`src/rtl/latch_bank_pkg.sv`:
```
// Shared types for the latch_bank channel array and its snapshot port.
// Optional staleness tracking is enabled by defining LATCH_BANK_STALE_EN.
package latch_bank_pkg;

    typedef enum logic {
        MODE_LEVEL = 1'b0,
        MODE_EDGE  = 1'b1
    } mode_e;

    typedef enum logic {
        SNAP_IDLE = 1'b0,
        SNAP_FULL = 1'b1
    } snap_state_e;

endpackage

```
`src/rtl/latch_bank_chan.sv`:
```
// One storage channel: level/edge update strobe, data register, and optional
// staleness counter (compiled in when LATCH_BANK_STALE_EN is defined).
module latch_bank_chan
    import latch_bank_pkg::*;
#(
    parameter int WIDTH       = 8,
    parameter int STALE_LIMIT = 255
) (
    input  logic             clk,
    input  logic             rst_n,
    input  logic [WIDTH-1:0] d,
    input  logic             enable,
    input  mode_e            mode,
    output logic [WIDTH-1:0] q,
    output logic [WIDTH-1:0] q_next,
    output logic             stale
);

    if (WIDTH < 1 || STALE_LIMIT < 1) begin : g_param_err
        $error("latch_bank_chan: WIDTH and STALE_LIMIT must be at least 1");
    end

    logic en_prev;
    logic upd;

    assign upd    = (mode == MODE_EDGE) ? (enable & ~en_prev) : enable;
    assign q_next = upd ? d : q;

    always_ff @(posedge clk or negedge rst_n) begin
        if (!rst_n) begin
            q       <= '0;
            en_prev <= 1'b0;
        end else begin
            q       <= q_next;
            en_prev <= enable;
        end
    end

`ifdef LATCH_BANK_STALE_EN
    localparam int CW = $clog2(STALE_LIMIT + 1);

    logic [CW-1:0] cnt;
    logic [CW-1:0] cnt_next;

    // Saturates at the limit so stale stays asserted for an idle channel.
    always_comb begin
        cnt_next = cnt;
        if (upd) begin
            cnt_next = '0;
        end else if (cnt != CW'(STALE_LIMIT)) begin
            cnt_next = cnt + CW'(1);
        end
    end

    always_ff @(posedge clk or negedge rst_n) begin
        if (!rst_n) begin
            cnt   <= '0;
            stale <= 1'b0;
        end else begin
            cnt   <= cnt_next;
            stale <= (cnt_next == CW'(STALE_LIMIT));
        end
    end
`else
    assign stale = 1'b0;
`endif

endmodule

```
`src/rtl/latch_bank.sv`:
```
// CHANNELS-wide bank of level/edge update registers with an atomic snapshot
// port; per-channel staleness outputs exist only with LATCH_BANK_STALE_EN.
//
// state     | meaning
// SNAP_IDLE | no snapshot held, next snap_req captures the bank
// SNAP_FULL | snap_data holds an unread snapshot, snap_valid high
module latch_bank
    import latch_bank_pkg::*;
#(
    parameter int WIDTH       = 8,
    parameter int CHANNELS    = 4,
    parameter int STALE_LIMIT = 255
) (
    input  logic                      clk,
    input  logic                      rst_n,
    input  logic [CHANNELS*WIDTH-1:0] d,
    input  logic [CHANNELS-1:0]       enable,
    input  logic [CHANNELS-1:0]       mode,
    output logic [CHANNELS*WIDTH-1:0] q,
    input  logic                      snap_req,
    output logic [CHANNELS*WIDTH-1:0] snap_data,
    output logic                      snap_valid,
    input  logic                      snap_ready,
    output logic                      snap_drop,
    output logic [CHANNELS-1:0]       stale
);

    if (CHANNELS < 1) begin : g_param_err
        $error("latch_bank: CHANNELS must be at least 1");
    end

    logic [CHANNELS*WIDTH-1:0] q_next;
    snap_state_e               state;
    snap_state_e               state_next;
    logic                      snap_load;
    logic                      drop_next;

    for (genvar i = 0; i < CHANNELS; i++) begin : g_chan
        latch_bank_chan #(
            .WIDTH       (WIDTH),
            .STALE_LIMIT (STALE_LIMIT)
        ) u_chan (
            .clk    (clk),
            .rst_n  (rst_n),
            .d      (d[i*WIDTH +: WIDTH]),
            .enable (enable[i]),
            .mode   (mode_e'(mode[i])),
            .q      (q[i*WIDTH +: WIDTH]),
            .q_next (q_next[i*WIDTH +: WIDTH]),
            .stale  (stale[i])
        );
    end

    // Snapshot captures q_next so same-cycle channel updates are included.
    always_comb begin
        state_next = state;
        snap_load  = 1'b0;
        drop_next  = 1'b0;
        case (state)
            SNAP_IDLE: begin
                if (snap_req) begin
                    snap_load  = 1'b1;
                    state_next = SNAP_FULL;
                end
            end
            SNAP_FULL: begin
                if (snap_ready) begin
                    if (snap_req) begin
                        snap_load = 1'b1;
                    end else begin
                        state_next = SNAP_IDLE;
                    end
                end else if (snap_req) begin
                    drop_next = 1'b1;
                end
            end
            default: state_next = SNAP_IDLE;
        endcase
    end

    always_ff @(posedge clk or negedge rst_n) begin
        if (!rst_n) begin
            state     <= SNAP_IDLE;
            snap_data <= '0;
            snap_drop <= 1'b0;
        end else begin
            state     <= state_next;
            snap_drop <= drop_next;
            if (snap_load) begin
                snap_data <= q_next;
            end
        end
    end

    assign snap_valid = (state == SNAP_FULL);

endmodule

```
`config.mk`:
```
export PLATFORM = sky130hd
export DESIGN_NAME = latch_bank
export DESIGN_NICKNAME = d
export VERILOG_FILES = /design/src/rtl/latch_bank_pkg.sv /design/src/rtl/latch_bank_chan.sv /design/src/rtl/latch_bank.sv
export SDC_FILE = /design/constraint.sdc
export NUM_CORES = 1
export LEC_CHECK = 0
export CAP_MARGIN = 20
export CORE_ASPECT_RATIO = 0.75
export CORE_UTILIZATION = 46
export CTS_CLUSTER_DIAMETER = 60
export DETAILED_ROUTE_END_ITERATION = 16
export PLACE_DENSITY = 0.88
export SYNTH_ARGS = -nofsm -noshare
export SYNTH_HDL_FRONTEND = slang
export SYNTH_HIERARCHICAL = 1
export SYNTH_SLANG_ARGS = --single-unit
export TNS_END_PERCENT = 1
```
`constraint.sdc`:
```
create_clock -name clk -period 4.3 [get_ports clk]
set_input_delay 1.075 -clock clk [delete_from_list [all_inputs] [get_ports clk]]
set_output_delay 1.075 -clock clk [all_outputs]
set_load 0.02 [all_outputs]
```
Word level (Yosys, flattened, before mapping)
Cells that the tools add are included.
{"block": "word_totals", "reg_bits": 70, "in_bits": 44, "output_inout_bits": 70, "word_cells": 35}
{"block": "classes", "muxes": 15, "bitwise_logic": 9}
{"operator": "8-bit two-way mux", "n": 4}
{"operator": "1-bit two-way mux", "n": 9}
{"operator": "1-bit inverter", "n": 5}
{"operator": "1-bit AND", "n": 4}
{"operator": "1-bit one-hot mux with 2 select lines", "n": 2}

Depth between registers and ports, before layout
{"block": "logic_depth", "ltp_word": 4, "ltp_mapped": 4, "mapped_depth_nobuf": 3}

Hierarchy
The synthesis kept the hierarchy.
{"mod": "latch_bank", "n_inst": 1, "cells_per_inst": 74, "area_each_um2": 1420.1, "seq_area_each_um2": 850.8}
{"mod": "latch_bank_chan", "n_inst": 4, "cells_per_inst": 20, "area_each_um2": 345.3, "seq_area_each_um2": 225.2}

Least setup slack after synthesis
OpenSTA, ideal clock, no wires.
{"block": "synth_timing", "kind": "input-to-reg", "from": "in enable[0]", "to": "reg snap_data[0]", "setup_ns": 0.125, "t_arrival_ns": 1.949, "t_required_ns": 4.175, "slack_ns": 2.226, "stages": 3, "path_buffers": 0, "path_cell_list": "a21boi_4 mux2_2 mux2_4"}
{"block": "synth_via", "elab_chain_cells": 3}
{"item": "start: declaration", "line_no": "latch_bank.sv:17", "source": "input logic [CHANNELS-1:0] enable,"}
{"item": "1-bit AND", "line_no": "latch_bank_chan.sv:26", "source": "assign upd = (mode == MODE_EDGE) ? (enable & ~en_prev) : enable;"}
{"item": "1-bit two-way mux *", "line_no": "latch_bank_chan.sv:26"}
{"item": "8-bit two-way mux *", "line_no": "latch_bank_chan.sv:27", "source": "assign q_next = upd ? d : q;"}
{"item": "named net q_next[0]", "line_no": "latch_bank.sv:32", "source": "logic [CHANNELS*WIDTH-1:0] q_next;"}
{"item": "end signal: assignment", "line_no": "latch_bank.sv:90", "source": "snap_data <= q_next;"}
{"item": "end: declaration", "line_no": "latch_bank.sv:21", "source": "output logic [CHANNELS*WIDTH-1:0] snap_data,"}
Mark *: on every way through the listed nets, which the timed path passes. The rest lies on a longest branch.
A chain may end at the register's enable or synchronous reset.

Worst setup path in the final report
{"block": "layout_timing", "from": "reg state (netlist: snap_valid)", "to": "out snap_valid"}
{"item": "start: declaration", "line_no": "latch_bank.sv:33", "source": "snap_state_e state;"}
{"item": "start signal: assignment", "line_no": "latch_bank.sv:87", "source": "state <= state_next;"}
{"item": "end: declaration", "line_no": "latch_bank.sv:22", "source": "output logic snap_valid,"}
No word-level cell between the ends.

==> reports/metrics.yaml <==
run_status:
  status: "finished, final reports clean"
cts:
  cts_setup_buffers: 0
  root_buffer: "clkbuf_8"
  cts_buffer_depth: 2
  h-tree-depth: 3
  clock-sinks: 70
  cts_hold_buf: 0
  clk_pin_slew_ps: 70
  clk_latency_ps: 330
  cts_repair_resize_count: 0
  cts_inserted_buffers: 9
  cts_tree: "built"
worst_hold_path:
  min_delay_path_depth: 1
  min_from: "snap_data[19]"
  worstHoldEndpoint: "snap_data[19]"
  holdCritPathClass: "flip-flop to flip-flop"
detailed_routing:
  drc: 0
  antenna_left: 0
  wl_um: 5530
  drt_first_pass_iters: 3
  route.vias.total: 1644
  drt-initial-drc-count: 42
  avgRoutedWirePerCell_um: 15.7
  viasPerCell: 4.68
cells_and_area:
  utilization: 0.695
  syn2layout_area_growth_pct: 45.2
  fin_nets: 312
  antenna_cells: 0
  design_area_um2: 4070
  drive_gt1_frac: 0.322
  n_fill_cell: 429
worst_setup_path:
  path_delay_family: "buffers and inverters"
  r2r-end: "snap_data[10]"
  crit_slowest_cell: "clkdlybuf4s50_1"
  critical_path_class: "flip-flop to output pin"
  r2r_setup_slack_ps: 2800
  critPathLaunchType: "flip-flop"
  slowest_delay_ps: 630
  path_cells: "clkdlybuf4s50_1"
  crit_arrival_ps: 1360
  cp_max_fo: 2
  crit_path_end_kind: "output pin"
  r2r_cells: 3
  regToRegStartpoint: "g_chan[1].u_chan/en_prev"
  crit_buf_inv: 1
  cp.required_ps: 3220
sta:
  fin_crit_ps: 2440
  finalSetupViolations: 0
  hold_ws_ps: 514
  fin_skew_ps: 5.44
  rsz0062_at_grt: "no"
  slew_violations: 0
  slew_headroom: 0.540
  hold_viol_final: 0
  worst_pin_slew_ps: 689
  finalCritPeriodShare: 0.567
  max_freq_mhz: 410
  fin_setup_tns_ps: 0
power:
  power.density_nw_per_um2: 464
  irDropWorstVdd_uv: 254
  p_leak_nw: 1.80
  p_total_w: 0.00189
logic_synthesis:
  synth_area_per_cell_um2: 18.2
  yosysSeqAreaShare: 0.625
  synth_top_cells_by_area: "dfrtp_1 63%, mux2_4 16%, mux2_2 14%, a21boi_4 2.7%, buf_12 2.1%"
  synthCells: 154
  netlist_area_um2: 2800
  synth.distinct_cells: 12
  synth_nets: 198
  synth_top_cell_area_share: 0.625
  ys_warn_count: 6
  yosysTopAreaCell: "dfrtp_1"
  ys_ff_latch: 70
global_routing:
  grt_pass1_wl_um: 8830
  grt_util_all_layers: 0.185
  grt-ovfl-total: 0
  grt_max_degree: 40
  grt_pass1_vias: 1773
  antenna_found_initial: 0
floorplanning:
  fp.dieW_um: 92.1
  die_h_um: 69.6
  start_util: 0.478
  die_area_um2: 6410
  core_um2: 5860
  io_pins: 114
  rows: 24
place:
  gp_congestion: 0.697
  postPlaceCellArea_um2: 3900
  hpwl_um: 3970
  portBuffers: 109
job:
  drv_cap: 0
cell usage after synthesis:
master and n:
buf_4 4, mux2_2 34, nand2_1 1, conb_1 4, buf_12 3, nand2b_4 1
nand2_4 1, dfrtp_1 70, mux2_4 30, a21boi_4 4, nor2_1 1, inv_1 1
sequential cells by signal (all words and copies together) (netlist names):
signal / flops
g_chan.u_chan/en_prev: 4
snap_drop: 1
snap_valid: 1
snap_data: 32
g_chan.u_chan/q: 32
cells in the final DEF, fill, tap and decap left out, drive strengths merged:
master,synthesis,layout
buf,7,2
clkinvlp,0,1
inv,1,1
mux2,64,64
nand2,2,2
clkdlybuf4s50,0,108
nand2b,1,1
clkbuf,0,9
dfrtp,70,70
conb,4,4
clkinv,0,6
a21boi,4,4
nor2,1,1
cells by family after synthesis:
group,Yosys count,synth area share
compound gates,4,0.0268
buf+inv,8,0.0335
flops,70,0.625
mux,64,0.297
other cells,4,0.00536
simple gates,4,0.0116
how the worst max path moves through the flow:
| stage | cells past startpoint | end | slack [ps] | from |
|---|---|---|---|---|
| after floorplan | 3 | snap_data[0] | 2230 | enable[0] |
| after global placement | 4 | snap_data[12] | 1640 | enable[1] |
| after detailed placement | 4 | snap_data[10] | 1580 | enable[1] |
| after CTS | 1 | snap_valid | 1840 | snap_valid |
| after global routing | 1 | snap_valid | 1820 | snap_valid |
| final | 1 | snap_valid | 1860 | snap_valid |
per-stage QoR:
stage | cells | setup WS (ps)
finish | 351 | 1860
global route | 351 | 1820
CTS | 351 | 1840
detailed placement | 335 | 1580
global placement | 335 | 1640
floorplan | 154 | 2230
routing by layer:
metal	global-route usage	vias to the layer above	wire, um
met5	0	-	0
met1	0.233	811	2390
met3	0.0702	8	428
li1	-	754	-
met2	0.287	71	2660
met4	0.0764	0	53
area by class of cell:
type / instances / area (um2) / area share
Multi-Input combinational cell: 76 / 956 / 0.235
Clock inverter: 7 / 41.3 / 0.0102
Timing Repair Buffer: 110 / 1090 / 0.269
Inverter: 1 / 3.75 / 0.000923
Sequential cell: 70 / 1750 / 0.431
Clock buffer: 9 / 124 / 0.0305
Tap cell: 78 / 97.6 / 0.0240
report_power, final:
group	switching (W)	internal, W	total [W]
Sequential	0.0000648	0.000770	0.000835
Clock	0.000233	0.000205	0.000438
Combinational	0.000266	0.000350	0.000616
Power figures use the tool's default switching activity.
